## src/rtl/kamacore_pipeline_ctrl_if.sv

```systemverilog
// ---------------------------------------------------------------------------
// kamacore_pipeline_ctrl_if
//
// Bundles the ID-stage instruction description, the EX-stage status and the
// hazard controls exchanged with kamacore_pipeline_ctrl.
//
// Signals (direction as seen by the controller, i.e. the slave modport):
//   id_valid      in   IF/ID holds a valid instruction
//   id_rs1_a      in   source 1 register address
//   id_rs1_used   in   instruction reads rs1
//   id_rs2_a      in   source 2 register address
//   id_rs2_used   in   instruction reads rs2
//   id_rd_a       in   destination register address
//   id_rd_we      in   instruction writes rd
//   ex_busy       in   EX unit holds its instruction this cycle
//   ex_redirect   in   EX resolved a taken branch/jump this cycle
//   stall_if      out  hold PC and IF/ID buffer
//   stall_id      out  ID instruction not issued this cycle
//   bubble_ex     out  load a NOP into ID/EX
//   flush_if_id   out  clear IF/ID to a NOP
//   issue         out  ID instruction moves to EX at this edge
//   stall_count   out  saturating count of stall_id cycles
//
// Modports:
//   master - pipeline side (drives the instruction/EX status)
//   slave  - hazard controller side
// ---------------------------------------------------------------------------
interface kamacore_pipeline_ctrl_if #(
  parameter int REG_ADDR_WIDTH = 5,
  parameter int CNT_WIDTH      = 32
);

  logic                      id_valid;
  logic [REG_ADDR_WIDTH-1:0] id_rs1_a;
  logic                      id_rs1_used;
  logic [REG_ADDR_WIDTH-1:0] id_rs2_a;
  logic                      id_rs2_used;
  logic [REG_ADDR_WIDTH-1:0] id_rd_a;
  logic                      id_rd_we;
  logic                      ex_busy;
  logic                      ex_redirect;

  logic                      stall_if;
  logic                      stall_id;
  logic                      bubble_ex;
  logic                      flush_if_id;
  logic                      issue;
  logic [CNT_WIDTH-1:0]      stall_count;

  modport master (
    output id_valid, id_rs1_a, id_rs1_used, id_rs2_a, id_rs2_used,
           id_rd_a, id_rd_we, ex_busy, ex_redirect,
    input  stall_if, stall_id, bubble_ex, flush_if_id, issue, stall_count
  );

  modport slave (
    input  id_valid, id_rs1_a, id_rs1_used, id_rs2_a, id_rs2_used,
           id_rd_a, id_rd_we, ex_busy, ex_redirect,
    output stall_if, stall_id, bubble_ex, flush_if_id, issue, stall_count
  );

endinterface : kamacore_pipeline_ctrl_if

```

## src/rtl/kamacore_pipeline_ctrl.sv

```systemverilog
// ---------------------------------------------------------------------------
// kamacore_pipeline_ctrl
//
// Hazard and sequencing controller for the 5-stage core. It sits beside the
// ID stage and keeps a scoreboard of in-flight destination registers, one
// slot per stage from EX (slot 0) to WB (slot PIPE_DEPTH-1). From that it
// decides whether the ID instruction may issue, and drives the stall, bubble
// and flush controls of the IF/ID and ID/EX buffers. There is no forwarding,
// so any pending write to a source register stalls ID until it has left WB.
//
// Ports:
//   clk  in   clock
//   rst  in   synchronous reset, active-low
//   bus  slave modport of kamacore_pipeline_ctrl_if (instruction fields,
//        EX status in; stall/bubble/flush/issue/stall_count out)
//
// Parameters:
//   REG_ADDR_WIDTH  register address width
//   PIPE_DEPTH      scoreboard slots between issue and register write (>= 2)
//   CNT_WIDTH       stall counter width
// ---------------------------------------------------------------------------
module kamacore_pipeline_ctrl #(
  parameter int REG_ADDR_WIDTH = 5,
  parameter int PIPE_DEPTH     = 3,
  parameter int CNT_WIDTH      = 32
) (
  input  logic                      clk,
  input  logic                      rst,
  kamacore_pipeline_ctrl_if.slave   bus
);

  if (PIPE_DEPTH < 2) begin : g_depth_check
    $error("kamacore_pipeline_ctrl: PIPE_DEPTH must be at least 2");
  end

  typedef struct packed {
    logic                      pend;
    logic [REG_ADDR_WIDTH-1:0] rd;
  } slot_t;

  // -------------------------------------------------------------------------
  // State
  // -------------------------------------------------------------------------
  slot_t                r_slot [PIPE_DEPTH];
  logic [CNT_WIDTH-1:0] r_stall_count;

  // -------------------------------------------------------------------------
  // Hazard detection
  // -------------------------------------------------------------------------
  logic  w_rs1_hit;
  logic  w_rs2_hit;
  logic  w_raw;
  logic  w_redir;
  logic  w_issue;
  logic  w_stall_id;
  logic  w_bubble_ex;
  logic  w_flush;
  slot_t w_slot0_next;

  // NOTE: every always_comb output gets a default before any conditional
  // update, so no path leaves a signal unassigned and no latch is inferred.
  always_comb begin
    w_rs1_hit = 1'b0;
    w_rs2_hit = 1'b0;
    // WB is searched too: the register file has no write-through, so a value
    // being written this cycle is only readable next cycle.
    for (int i = 0; i < PIPE_DEPTH; i++) begin
      if (r_slot[i].pend && (r_slot[i].rd == bus.id_rs1_a)) w_rs1_hit = 1'b1;
      if (r_slot[i].pend && (r_slot[i].rd == bus.id_rs2_a)) w_rs2_hit = 1'b1;
    end
  end

  // x0 is hard-wired to zero, so reading it never depends on anything.
  assign w_raw = bus.id_valid &
                 ((bus.id_rs1_used & (bus.id_rs1_a != '0) & w_rs1_hit) |
                  (bus.id_rs2_used & (bus.id_rs2_a != '0) & w_rs2_hit));

  // A redirect reported while EX is still busy belongs to an instruction
  // that has not finished; only a settled redirect squashes ID.
  assign w_redir = bus.ex_redirect & ~bus.ex_busy;

  // All controls are forced to their idle values while reset is asserted:
  // nothing issues, nothing is flushed and ID/EX is loaded with a NOP.
  assign w_issue     = rst & bus.id_valid & ~w_raw & ~bus.ex_busy & ~w_redir;
  assign w_stall_id  = rst & bus.id_valid & (w_raw | bus.ex_busy) & ~w_redir;
  assign w_flush     = rst & w_redir;
  // When EX is busy, ID/EX must keep its content rather than take a NOP.
  assign w_bubble_ex = ~rst | (~w_issue & ~bus.ex_busy);

  assign bus.issue       = w_issue;
  assign bus.stall_id    = w_stall_id;
  assign bus.stall_if    = w_stall_id;
  assign bus.flush_if_id = w_flush;
  assign bus.bubble_ex   = w_bubble_ex;
  assign bus.stall_count = r_stall_count;

  // Entry entering EX: only a real, non-x0 write ever marks a slot pending.
  always_comb begin
    w_slot0_next = '0;
    if (w_issue) begin
      w_slot0_next.pend = bus.id_rd_we & (bus.id_rd_a != '0);
      w_slot0_next.rd   = bus.id_rd_a;
    end
  end

  // -------------------------------------------------------------------------
  // Scoreboard shift pipeline
  // -------------------------------------------------------------------------
  // NOTE: the scoreboard is a small register array, not a RAM, and every
  // slot is cleared on reset; a stale pending bit after reset would stall
  // the first instructions on a hazard that no longer exists.
  // NOTE: sequential state uses non-blocking assignments so each slot takes
  // the pre-edge value of its neighbour, giving a true one-stage shift.
  always_ff @(posedge clk) begin
    if (!rst) begin
      for (int i = 0; i < PIPE_DEPTH; i++) begin
        r_slot[i] <= '0;
      end
    end else begin
      if (!bus.ex_busy) begin
        r_slot[0] <= w_slot0_next;
        r_slot[1] <= r_slot[0];
      end else begin
        // EX is frozen: its entry stays put and a hole opens behind it while
        // MEM..WB keep draining.
        r_slot[1] <= '0;
      end
      for (int i = 2; i < PIPE_DEPTH; i++) begin
        r_slot[i] <= r_slot[i-1];
      end
    end
  end

  // -------------------------------------------------------------------------
  // Saturating stall-cycle counter
  // -------------------------------------------------------------------------
  always_ff @(posedge clk) begin
    if (!rst) begin
      r_stall_count <= '0;
    end else if (w_stall_id && (r_stall_count != '1)) begin
      r_stall_count <= r_stall_count + CNT_WIDTH'(1);
    end
  end

endmodule : kamacore_pipeline_ctrl

```

## src/flat_wrapper.sv

```systemverilog
// flat-port wrapper written by rule: the top's interface ports become plain ports
module kamacore_pipeline_ctrl_flat 
#(
  parameter int REG_ADDR_WIDTH = 5,
  parameter int PIPE_DEPTH     = 3,
  parameter int CNT_WIDTH      = 32
)
  (clk, rst, bus_id_valid, bus_id_rs1_a, bus_id_rs1_used, bus_id_rs2_a, bus_id_rs2_used, bus_id_rd_a, bus_id_rd_we, bus_ex_busy, bus_ex_redirect, bus_stall_if, bus_stall_id, bus_bubble_ex, bus_flush_if_id, bus_issue, bus_stall_count);
  kamacore_pipeline_ctrl_if #(.REG_ADDR_WIDTH(REG_ADDR_WIDTH), .CNT_WIDTH(CNT_WIDTH)) bus_i ();
  input  logic clk;
  input  logic rst;
  input wire logic [$bits(bus_i.id_valid)-1:0] bus_id_valid;
  input wire logic [$bits(bus_i.id_rs1_a)-1:0] bus_id_rs1_a;
  input wire logic [$bits(bus_i.id_rs1_used)-1:0] bus_id_rs1_used;
  input wire logic [$bits(bus_i.id_rs2_a)-1:0] bus_id_rs2_a;
  input wire logic [$bits(bus_i.id_rs2_used)-1:0] bus_id_rs2_used;
  input wire logic [$bits(bus_i.id_rd_a)-1:0] bus_id_rd_a;
  input wire logic [$bits(bus_i.id_rd_we)-1:0] bus_id_rd_we;
  input wire logic [$bits(bus_i.ex_busy)-1:0] bus_ex_busy;
  input wire logic [$bits(bus_i.ex_redirect)-1:0] bus_ex_redirect;
  output wire logic [$bits(bus_i.stall_if)-1:0] bus_stall_if;
  output wire logic [$bits(bus_i.stall_id)-1:0] bus_stall_id;
  output wire logic [$bits(bus_i.bubble_ex)-1:0] bus_bubble_ex;
  output wire logic [$bits(bus_i.flush_if_id)-1:0] bus_flush_if_id;
  output wire logic [$bits(bus_i.issue)-1:0] bus_issue;
  output wire logic [$bits(bus_i.stall_count)-1:0] bus_stall_count;
  assign bus_i.id_valid = bus_id_valid;
  assign bus_i.id_rs1_a = bus_id_rs1_a;
  assign bus_i.id_rs1_used = bus_id_rs1_used;
  assign bus_i.id_rs2_a = bus_id_rs2_a;
  assign bus_i.id_rs2_used = bus_id_rs2_used;
  assign bus_i.id_rd_a = bus_id_rd_a;
  assign bus_i.id_rd_we = bus_id_rd_we;
  assign bus_i.ex_busy = bus_ex_busy;
  assign bus_i.ex_redirect = bus_ex_redirect;
  assign bus_stall_if = bus_i.stall_if;
  assign bus_stall_id = bus_i.stall_id;
  assign bus_bubble_ex = bus_i.bubble_ex;
  assign bus_flush_if_id = bus_i.flush_if_id;
  assign bus_issue = bus_i.issue;
  assign bus_stall_count = bus_i.stall_count;
  kamacore_pipeline_ctrl #(.REG_ADDR_WIDTH(REG_ADDR_WIDTH), .PIPE_DEPTH(PIPE_DEPTH), .CNT_WIDTH(CNT_WIDTH)) u_core (.clk(clk), .rst(rst), .bus(bus_i));
endmodule
```

## config.mk

```make
export PLATFORM = sky130hd
export DESIGN_NAME = kamacore_pipeline_ctrl_flat
export DESIGN_NICKNAME = d
export VERILOG_FILES = /design/src/rtl/kamacore_pipeline_ctrl_if.sv /design/src/rtl/kamacore_pipeline_ctrl.sv /design/src/flat_wrapper.sv
export SDC_FILE = /design/constraint.sdc
export NUM_CORES = 1
export LEC_CHECK = 0
export ABC_AREA = 1
export CAP_MARGIN = 20
export CORE_MARGIN = 3
export CORE_UTILIZATION = 30
export DETAILED_ROUTE_END_ITERATION = 8
export PLACE_DENSITY = 0.59
export SLEW_MARGIN = 20
export SYNTH_ARGS = -nofsm -noshare
export SYNTH_HDL_FRONTEND = slang
export SYNTH_SLANG_ARGS = --single-unit
```

## constraint.sdc

```tcl
create_clock -name clk -period 2.9 [get_ports clk]
set_clock_uncertainty 0.15 [all_clocks]
set_input_delay 0.725 -clock clk [delete_from_list [all_inputs] [get_ports clk]]
set_output_delay 0.725 -clock clk [all_outputs]
set_load 0.005 [all_outputs]
```

======== Yosys cells after proc, flatten, opt, wreduce, memory -nomap -nowiden ========
Memories as Yosys holds them, arrays and structs flattened.
Index checks and enable logic that the tools add are counted.
word-level totals
  bits in registers ....................... 32
  bits in writable memories ............... 18
  input bits .............................. 23
  output and inout bits ................... 37
  logic and storage cells ................. 66
  memories ................................ 1
cells by class
  add/sub/neg operators ................... 1
  equal/unequal tests ..................... 7
  multiplexer cells ....................... 19
  bitwise logic cells ..................... 27
  reductions and logical operators ........ 10
memories
  name           depth  width  read ports  clocked after memory_dff  write ports  line                          RTL
  u_core.r_slot  3      6      3           0                         3            kamacore_pipeline_ctrl.sv:44  slot_t r_slot [PIPE_DEPTH];
operators with widths
  kind                   count
  $add 32x1->32 const B  1
  $ne 32x32->1 const B   1
  $eq 5x5->1             6
  $mux 6                 5
  $and 1x1->1            15
  $reduce_bool 5->1      3
  $mux 1                 14
  $logic_and 1x1->1      7
  $or 1x1->1             7
  $not 1->1              5

======== Longest topological paths before layout ========
Gate-level depths: netlist (run 1).
  word-level depth ........................ 15
  mapped depth ............................ 15
  mapped depth without buffers ............ 14

======== Least setup slack after synthesis (run 1) ========
Ideal clock, no wire load.
  path kind ............................... input to output
  from .................................... input port rst
  to ...................................... output port bus_stall_if
  data arrival time ....................... 1,941 ps
  data required time ...................... 2,025 ps
  setup slack ............................. 84 ps
  stages on the path ...................... 6
  path buffers ............................ 3
  cell sequence ........................... buf_2 -> nand2_1 -> a21oi_2 -> clkbuf_1 -> a21boi_0 -> buf_4
between the ends
  cells in the longest elaborated chain, start to end .. 3
ends and longest elaborated chain
  what                      line                          RTL
  start: declaration        flat_wrapper.sv:11            input logic rst;
  $and 1x1->1 (3 in a row)  kamacore_pipeline_ctrl.sv:85  assign w_stall_id = rst & bus.id_valid & (w_raw | bus.ex_busy) & ~w_redir;
  end: declaration          flat_wrapper.sv:21            output wire logic [$bits(bus_i.stall_if)-1:0] bus_stall_if;
Every way passes these cells.

======== Worst setup path after layout (run 1) ========
  from .................................... input port bus_ex_busy
  to ...................................... output port bus_stall_if
between the ends
  cells in the longest elaborated chain, start to end .. 4
  elaborated cells between the ends (all ways) .. 6
  those cells by class .................... 6 x bitwise
ends and longest elaborated chain
  what                line                          RTL
  start: declaration  flat_wrapper.sv:19            input wire logic [$bits(bus_i.ex_busy)-1:0] bus_ex_busy;
  $not 1->1           kamacore_pipeline_ctrl.sv:80  assign w_redir = bus.ex_redirect & ~bus.ex_busy;
  $and 1x1->1         kamacore_pipeline_ctrl.sv:80
  $not 1->1           kamacore_pipeline_ctrl.sv:85
  $and 1x1->1 (*)     kamacore_pipeline_ctrl.sv:85
Mark *: on every way between the ends. The rest lies on a longest branch, timed or not.

==> summary.md, run 1 <==
| Metric | Value |
|---|---|
| Global-route wire length before repair | `16700 um` |
| Ports | `60` |
| Rel. slew slack | `46.3%` |
| Peak supply drop | `0.000191 V` |
| # hold bufs at CTS | `0` |
| Syn Inst Count | `583` |
| Status | `finished, final reports clean` |
| Core Area | `11500 um^2` |
| Post-synth EDFFs | `18` |
| Reg-to-reg critical path startpoint | `u_core.r_slot[0][1]$_SDFFCE_PN0P_` |
| Synth-to-Final Area Change | `31.5%` |
| Grt ovf | `0` |
| Total track usage | `15.5%` |
| Asr flop ratio synth | `0%` |
| Hold Violations, Final | `0` |
| Share of the synthesized area in the top cell type | `19.4%` |
| DP Wirelength | `7630 um` |
| Hold path start | `u_core.bus.stall_count[25]$_SDFFE_PN0P_` |
| Largest area contributor in the netlist | `nand2_1` |
| Max-cap viol count | `0` |
| Num rows | `39` |
| Crit path setup slack, layout | `0.0697 ns` |
| RePlAce Congestion | `0.862` |
| Largest net degree at the start of global routing | `60` |
| Yosys cell types | `34` |
| Die area | `13200 um^2` |
| Deepest clock path buffer count | `2` |
| Hold depth | `4` |
| Switching Share | `26.1%` |
| Routed length per instance | `12.4 um` |
| P_int | `1.16 mW` |
| Slew Limit Fails | `0` |
| # DRC | `0` |
| Worst Setup Start Kind | `input pin` |
| WL final | `10100 um` |
| Min Tclk post-route | `2.83 ns` |
| Port Buf Inserts | `59` |
| Tightest Pin Transition | `0.805 ns` |
| Clock power frac | `37.0%` |
| Reg power frac | `48.5%` |
| Final setup viols | `0` |
| Starting Density | `31.0%` |
| Sequential fraction of the synthesis area | `33.1%` |
| Total CTS buffers | `5` |
| CP max FO | `3` |
| Pwr dens | `334 nW/um^2` |
| Min-delay worst type | `register to register` |
| Initial DRT Pass Iterations | `5` |
| Required time of the critical path | `2.03 ns` |
| CTS tree | `yes` |
| Kind of critical path | `input pin to output port` |
| Die Wd | `115 um` |
| Initial antenna violation count | `0` |
| Flop2flop setup slack | `0.51 ns` |
| FF+latch count, synth | `50` |
| Via count of the first global-routing pass | `3566` |
| Via count | `3718` |
| Top post-synthesis cells by area | `nand2_1, dfxtp_1, edfxtp_1, inv_1, nor2_1` |
| Max Clk Rate | `353 MHz` |
| Leakage power | `2.23 nW` |
| Antenna cells | `0` |
| Die Span Y | `115 um` |
| Worst R2R End | `u_core.bus.stall_count[19]$_SDFFE_PN0P_` |
| Min-Delay Endpoint | `u_core.bus.stall_count[25]$_SDFFE_PN0P_` |
| Fillers | `1276` |
| Crit. End Element | `output port` |
| Worst Path Arrival | `1.96 ns` |
| Layout net count | `694` |
| Psw | `0.409 mW` |
| FF-to-FF path depth | `16` |
| DR vias/cell | `4.57` |
| Share of layout cells above drive strength 1 | `14.8%` |
| Final ANT Viol Nets | `0` |
| Later-pin clock latency in the skew report | `0.29 ns` |
| Logic pwr share | `14.6%` |
| Post-Syn Area | `3560 um^2` |
| Clock-pin slew on the worst setup and hold paths | `0.07 ns` |
| RSZ-0062 raised after global routing | `true` |
| Sum Neg Setup Slack | `0 ns` |
| Fin crit share | `97.6%` |
| Avg Cell Area, Syn | `6.11 um^2` |
| Dominant synthesized flop cell | `dfxtp_1` |
| Yosys Warn Count | `0` |
| CTS sink cnt | `50` |
| Post-Place Setup Slack | `-0.958 ns` |
| Initial DRC count | `174` |
| CTS HTree Levels | `2` |
| Root Buffer | `clkbuf_16` |
-- sequential cells by signal (all words and copies together), names as in the netlist --
| register | flops |
|---|---|
| u_core.bus.stall_count | 32 |
| u_core.r_slot | 18 |
-- repair_timing --
item | CTS | global route
resized for setup | 76 | 20
pin swaps | 15 | 12
gates cloned | 0 | 0
endpoints found under the setup margin | 5 | 4
buffers inserted | 4 | 1
-- metal layers --
metal	wire length [um]	track usage (%)	part of all wire [%]
met1	4770	20.2	47
met2	4730	26.6	47
met3	393	2.68	3.9
met4	174	4.23	1.7
met5	0	0	0
-- Yosys cell counts, types with 4 or more instances --
master      n
buf_2       4
buf_4       4
buf_6       4
clkbuf_1    6
dfxtp_1    32
edfxtp_1   18
inv_1      99
inv_2      11
nand2_1   184
nand2_2     7
nand3_1    49
nand4_1    38
nor2_1     88
nor2_2      5
nor3_1      6
-- area by class of cell --
cell class / instances / area, um^2 / area share [%]
Clock buffer: 6 / 129 / 2.75
Sequential cell: 50 / 1180 / 25.2
Clock inverter: 2 / 8.76 / 0.187
Tap cell: 143 / 179 / 3.82
Timing Repair Buffer: 88 / 835 / 17.8
Inverter: 111 / 417 / 8.89
Multi-Input combinational cell: 414 / 1940 / 41.4
-- worst max-delay path, cell delays in order --
cell,delay [ns]
clkdlybuf4s50_1,0.53
inv_2,0.07
a21oi_4,0.17
a21boi_2,0.22
buf_4,0.14
buf_6,0.08
-- how the worst max path moves through the flow --
stage	startpoint	endpoint	slack (ns)	depth (start not counted)
floorplan	rst	bus_stall_if	0.08	6
global placement	bus_id_rs1_a[3]	bus_stall_id	-0.92	13
detailed placement	bus_id_rs2_a[3]	bus_stall_if	-0.96	13
CTS	bus_id_rs1_a[1]	bus_stall_id	-0.009	14
global route	bus_id_rs1_a[2]	bus_stall_if	-0.02	13
finish	bus_ex_busy	bus_stall_if	0.07	6
-- power groups by stage --
stage / registers (mW) / clock network, mW / logic [mW]
6_report: 0.759 / 0.579 / 0.228
5_1_grt: 0.761 / 0.638 / 0.254
4_1_cts: 0.759 / 0.610 / 0.222
3_5_place_dp: 0.775 / 0 / 0.220
3_3_place_gp: 0.775 / 0 / 0.221
2_1_floorplan: 0.769 / 0 / 0.118
-- cells in the final DEF (no fill, tap or decap), types with 13 or more instances in the layout --
master	instances
buf_4	24
clkdlybuf4s50_1	42
dfxtp_1	32
edfxtp_1	18
inv_1	95
inv_2	15
nand2_1	178
nand2_2	13
nand3_1	48
nand4_1	38
nor2_1	85
-- cells by family (layout without fill, tap and decap cells) --
group,count (synthesis),count (layout),share of synthesized area (%)
and+or+nand+nor,390,390,49.5
buffers and inverters,130,207,15.1
DFF,50,50,33.1
AOI/OAI and AO/OA,10,10,1.58
adders and majority gates,1,1,0.351
other,1,12,0.105
xor gates and xnor gates,1,1,0.246
-- through the flow --
stage	cell area [um^2]	hold slack (ns)	total power [mW]	std cells	utilization, %
floorplan	3610	0.377	0.886	594	-
global placement	4490	0.386	0.996	802	39.0
detailed placement	4490	0.396	0.995	802	39.0
CTS	4640	0.409	1.59	814	40.3
global route	4690	0.451	1.65	814	40.7
finish	4690	0.400	1.57	814	40.7
(Power assumes the default switching activity.)
==> run 2: changes to the inputs <==
- CTS_CLUSTER_DIAMETER: not set -> 120
==> results of run 2 <==
Final layout, timing and power as in run 1 (identical DEF).
==> run 3: changes to the inputs <==
- clock period: 2.9 -> 3.1 ns (I/O delays scaled with it)
==> summary.md, run 3 (synthesized netlist as in run 1, its figures left out) <==
| Metric | Value |
|---|---|
| Most frequent cells in the layout | `nand2_1, inv_1, nor2_1 (unchanged)` |
| CP max-delay cell | `clkdlybuf4s50_1 (unchanged)` |
| Slew Limit Fails | `0 (unchanged)` |
| Peak supply drop | `0.000230 V (was 0.000191 V)` |
| DP Area | `4440 um^2 (was 4490 um^2)` |
| Worst Path Arrival | `2.04 ns (was 1.96 ns)` |
| Ports | `60 (unchanged)` |
| CP max FO | `3 (unchanged)` |
| Total CTS buffers | `5 (unchanged)` |
| Later-pin clock latency in the skew report | `0.29 ns (about the same)` |
| Most common cell after layout, fill and taps aside | `nand2_1 (unchanged)` |
| Hold Violations, Final | `0 (unchanged)` |
| Fin crit share | `95.8%` |
| CP top delay family | `buffers and inverters (unchanged)` |
| CTS tree | `yes (unchanged)` |
| Sum Neg Setup Slack | `0 ns (unchanged)` |
| Grt ovf | `0 (unchanged)` |
| Flop2flop setup slack | `0.68 ns (was 0.51 ns)` |
| Global-route wire length before repair | `17000 um (was 16700 um)` |
| Max incr delay on CP | `0.53 ns (about the same)` |
| Initial DRC count | `169 (was 174)` |
| Via count of the first global-routing pass | `3590 (was 3566)` |
| Max-cap viol count | `0 (unchanged)` |
| Routed length per instance | `12.6 um (was 12.4 um)` |
| Core Area | `11500 um^2 (unchanged)` |
| Initial DRT Pass Iterations | `4 (was 5)` |
| Layout net count | `689 (was 694)` |
| Pwr dens | `332 nW/um^2 (was 334 nW/um^2)` |
| Min Tclk post-route | `2.97 ns` |
| CTS HTree Levels | `2 (unchanged)` |
| Via count | `3754 (was 3718)` |
| Leakage power | `2.22 nW (was 2.23 nW)` |
| RePlAce Congestion | `0.850 (was 0.862)` |
| RSZ-0062 raised after global routing | `false (was true)` |
| Clock-pin slew on the worst setup and hold paths | `0.07 ns (about the same)` |
| Num rows | `39 (unchanged)` |
| Max reg flops | `32 (unchanged)` |
| # DRC | `0 (unchanged)` |
| Root Buffer | `clkbuf_16 (unchanged)` |
| Synth-to-Final Area Change | `29.7% (was 31.5%)` |
| Max Clk Rate | `337 MHz` |
| DP Wirelength | `7750 um (was 7630 um)` |
| Initial antenna violation count | `0 (unchanged)` |
| Die area | `13200 um^2 (unchanged)` |
| Tightest Pin Transition | `0.823 ns (was 0.805 ns)` |
| Final instance area | `4620 um^2 (was 4690 um^2)` |
| Rel. slew slack | `45.1% (was 46.3%)` |
| Min-delay worst type | `register to register (unchanged)` |
| Starting Density | `31.0% (unchanged)` |
| Antenna cells | `0 (unchanged)` |
| Die Wd | `115 um (unchanged)` |
| WL final | `10200 um (was 10100 um)` |
| Worst Path Buf+Inv | `3 (was 4)` |
| Die Span Y | `115 um (unchanged)` |
| Required time of the critical path | `2.17 ns (was 2.03 ns)` |
| Kind of critical path | `input pin to output port (unchanged)` |
| CTS sink cnt | `50 (unchanged)` |
| Status | `finished, final reports clean (unchanged)` |
| DR vias/cell | `4.64 (was 4.57)` |
| Final ANT Viol Nets | `0 (unchanged)` |
| Deepest clock path buffer count | `2 (unchanged)` |
| Share of layout cells above drive strength 1 | `13.8% (was 14.8%)` |
| Fillers | `1249 (was 1276)` |
| Worst Setup Start Kind | `input pin (unchanged)` |
| Total track usage | `15.9% (was 15.5%)` |
| Final setup viols | `0 (unchanged)` |
| Crit-path cells | `clkdlybuf4s50_1 > nand2_1 > a21oi_4 > a21boi_2 > buf_4 > buf_6 (was clkdlybuf4s50_1 > inv_2 > a21oi_4 > a21boi_2 > buf_4 > buf_6)` |
| Largest net degree at the start of global routing | `60 (unchanged)` |
| Crit. End Element | `output port (unchanged)` |
| Port Buf Inserts | `59 (unchanged)` |
[run 3: area by class of cell]
class | instances | area [um^2] | share of cell area [%]
Inverter | 111 | 417 | 9.01
Sequential cell | 50 | 1180 | 25.5
Tap cell | 143 | 179 | 3.87
Clock inverter | 1 | 30.0 | 0.649
Multi-Input combinational cell | 414 | 1940 | 41.9
Clock buffer | 7 | 133 | 2.87
Timing Repair Buffer | 83 | 749 | 16.2
[run 3: worst paths after layout]
check	start	endpoint	cells past startpoint
hold reg to reg	u_core.bus.stall_count[30]$_SDFFE_PN0P_	u_core.bus.stall_count[30]$_SDFFE_PN0P_	4
hold / removal	u_core.bus.stall_count[30]$_SDFFE_PN0P_	u_core.bus.stall_count[30]$_SDFFE_PN0P_	4
setup reg to reg	u_core.r_slot[0][1]$_SDFFCE_PN0P_	u_core.bus.stall_count[24]$_SDFFE_PN0P_	16
setup / recovery	bus_id_valid	bus_stall_if	6
[run 3: what timing repair did]
action | in CTS | in global routing
pin swaps | 8 | 13
hold endpoints to repair | 0 | 0
buffers inserted | 6 | 0
hold buffers | 0 | 0
setup endpoints to repair | 5 | 5
resized for setup | 47 | 24
[run 3: metrics by stage]
| step | hold slack (ns) | power (mW) | util (%) | cells | worst slack (ns) |
|---|---|---|---|---|---|
| 2_1_floorplan | 0.377 | 0.829 | - | 594 | 0.184 |
| 3_3_place_gp | 0.383 | 0.927 | 38.6 | 798 | -0.835 |
| 3_5_place_dp | 0.390 | 0.925 | 38.6 | 798 | -0.828 |
| 4_1_cts | 0.403 | 1.56 | 40.3 | 809 | 0.0133 |
| 5_1_grt | 0.457 | 1.61 | 40.2 | 809 | 0.0115 |
| 6_report | 0.402 | 1.53 | 40.2 | 809 | 0.131 |
[run 3: power breakdown]
part / total, mW / switching (mW) / internal, mW
clock network: 0.624 / 0.242 / 0.382
logic: 0.200 / 0.120 / 0.0797
registers: 0.711 / 0.0161 / 0.695
[run 3: worst reg2reg max path: cells and delay by family, from the launching register on]
family | cells | cell delay, ns
buffers and inverters | 5 | 0.78
AND/OR/NAND/NOR | 11 | 0.91
flip-flops | 1 | 0.44
[run 3: per-layer routing]
metal,vias to the layer above,track usage (%),share of wire (%)
li1,1958,-,-
met1,1718,20.7,48
met2,69,27.4,47
met3,9,3.00,3.9
met4,0,3.29,1.2
met5,-,0,0
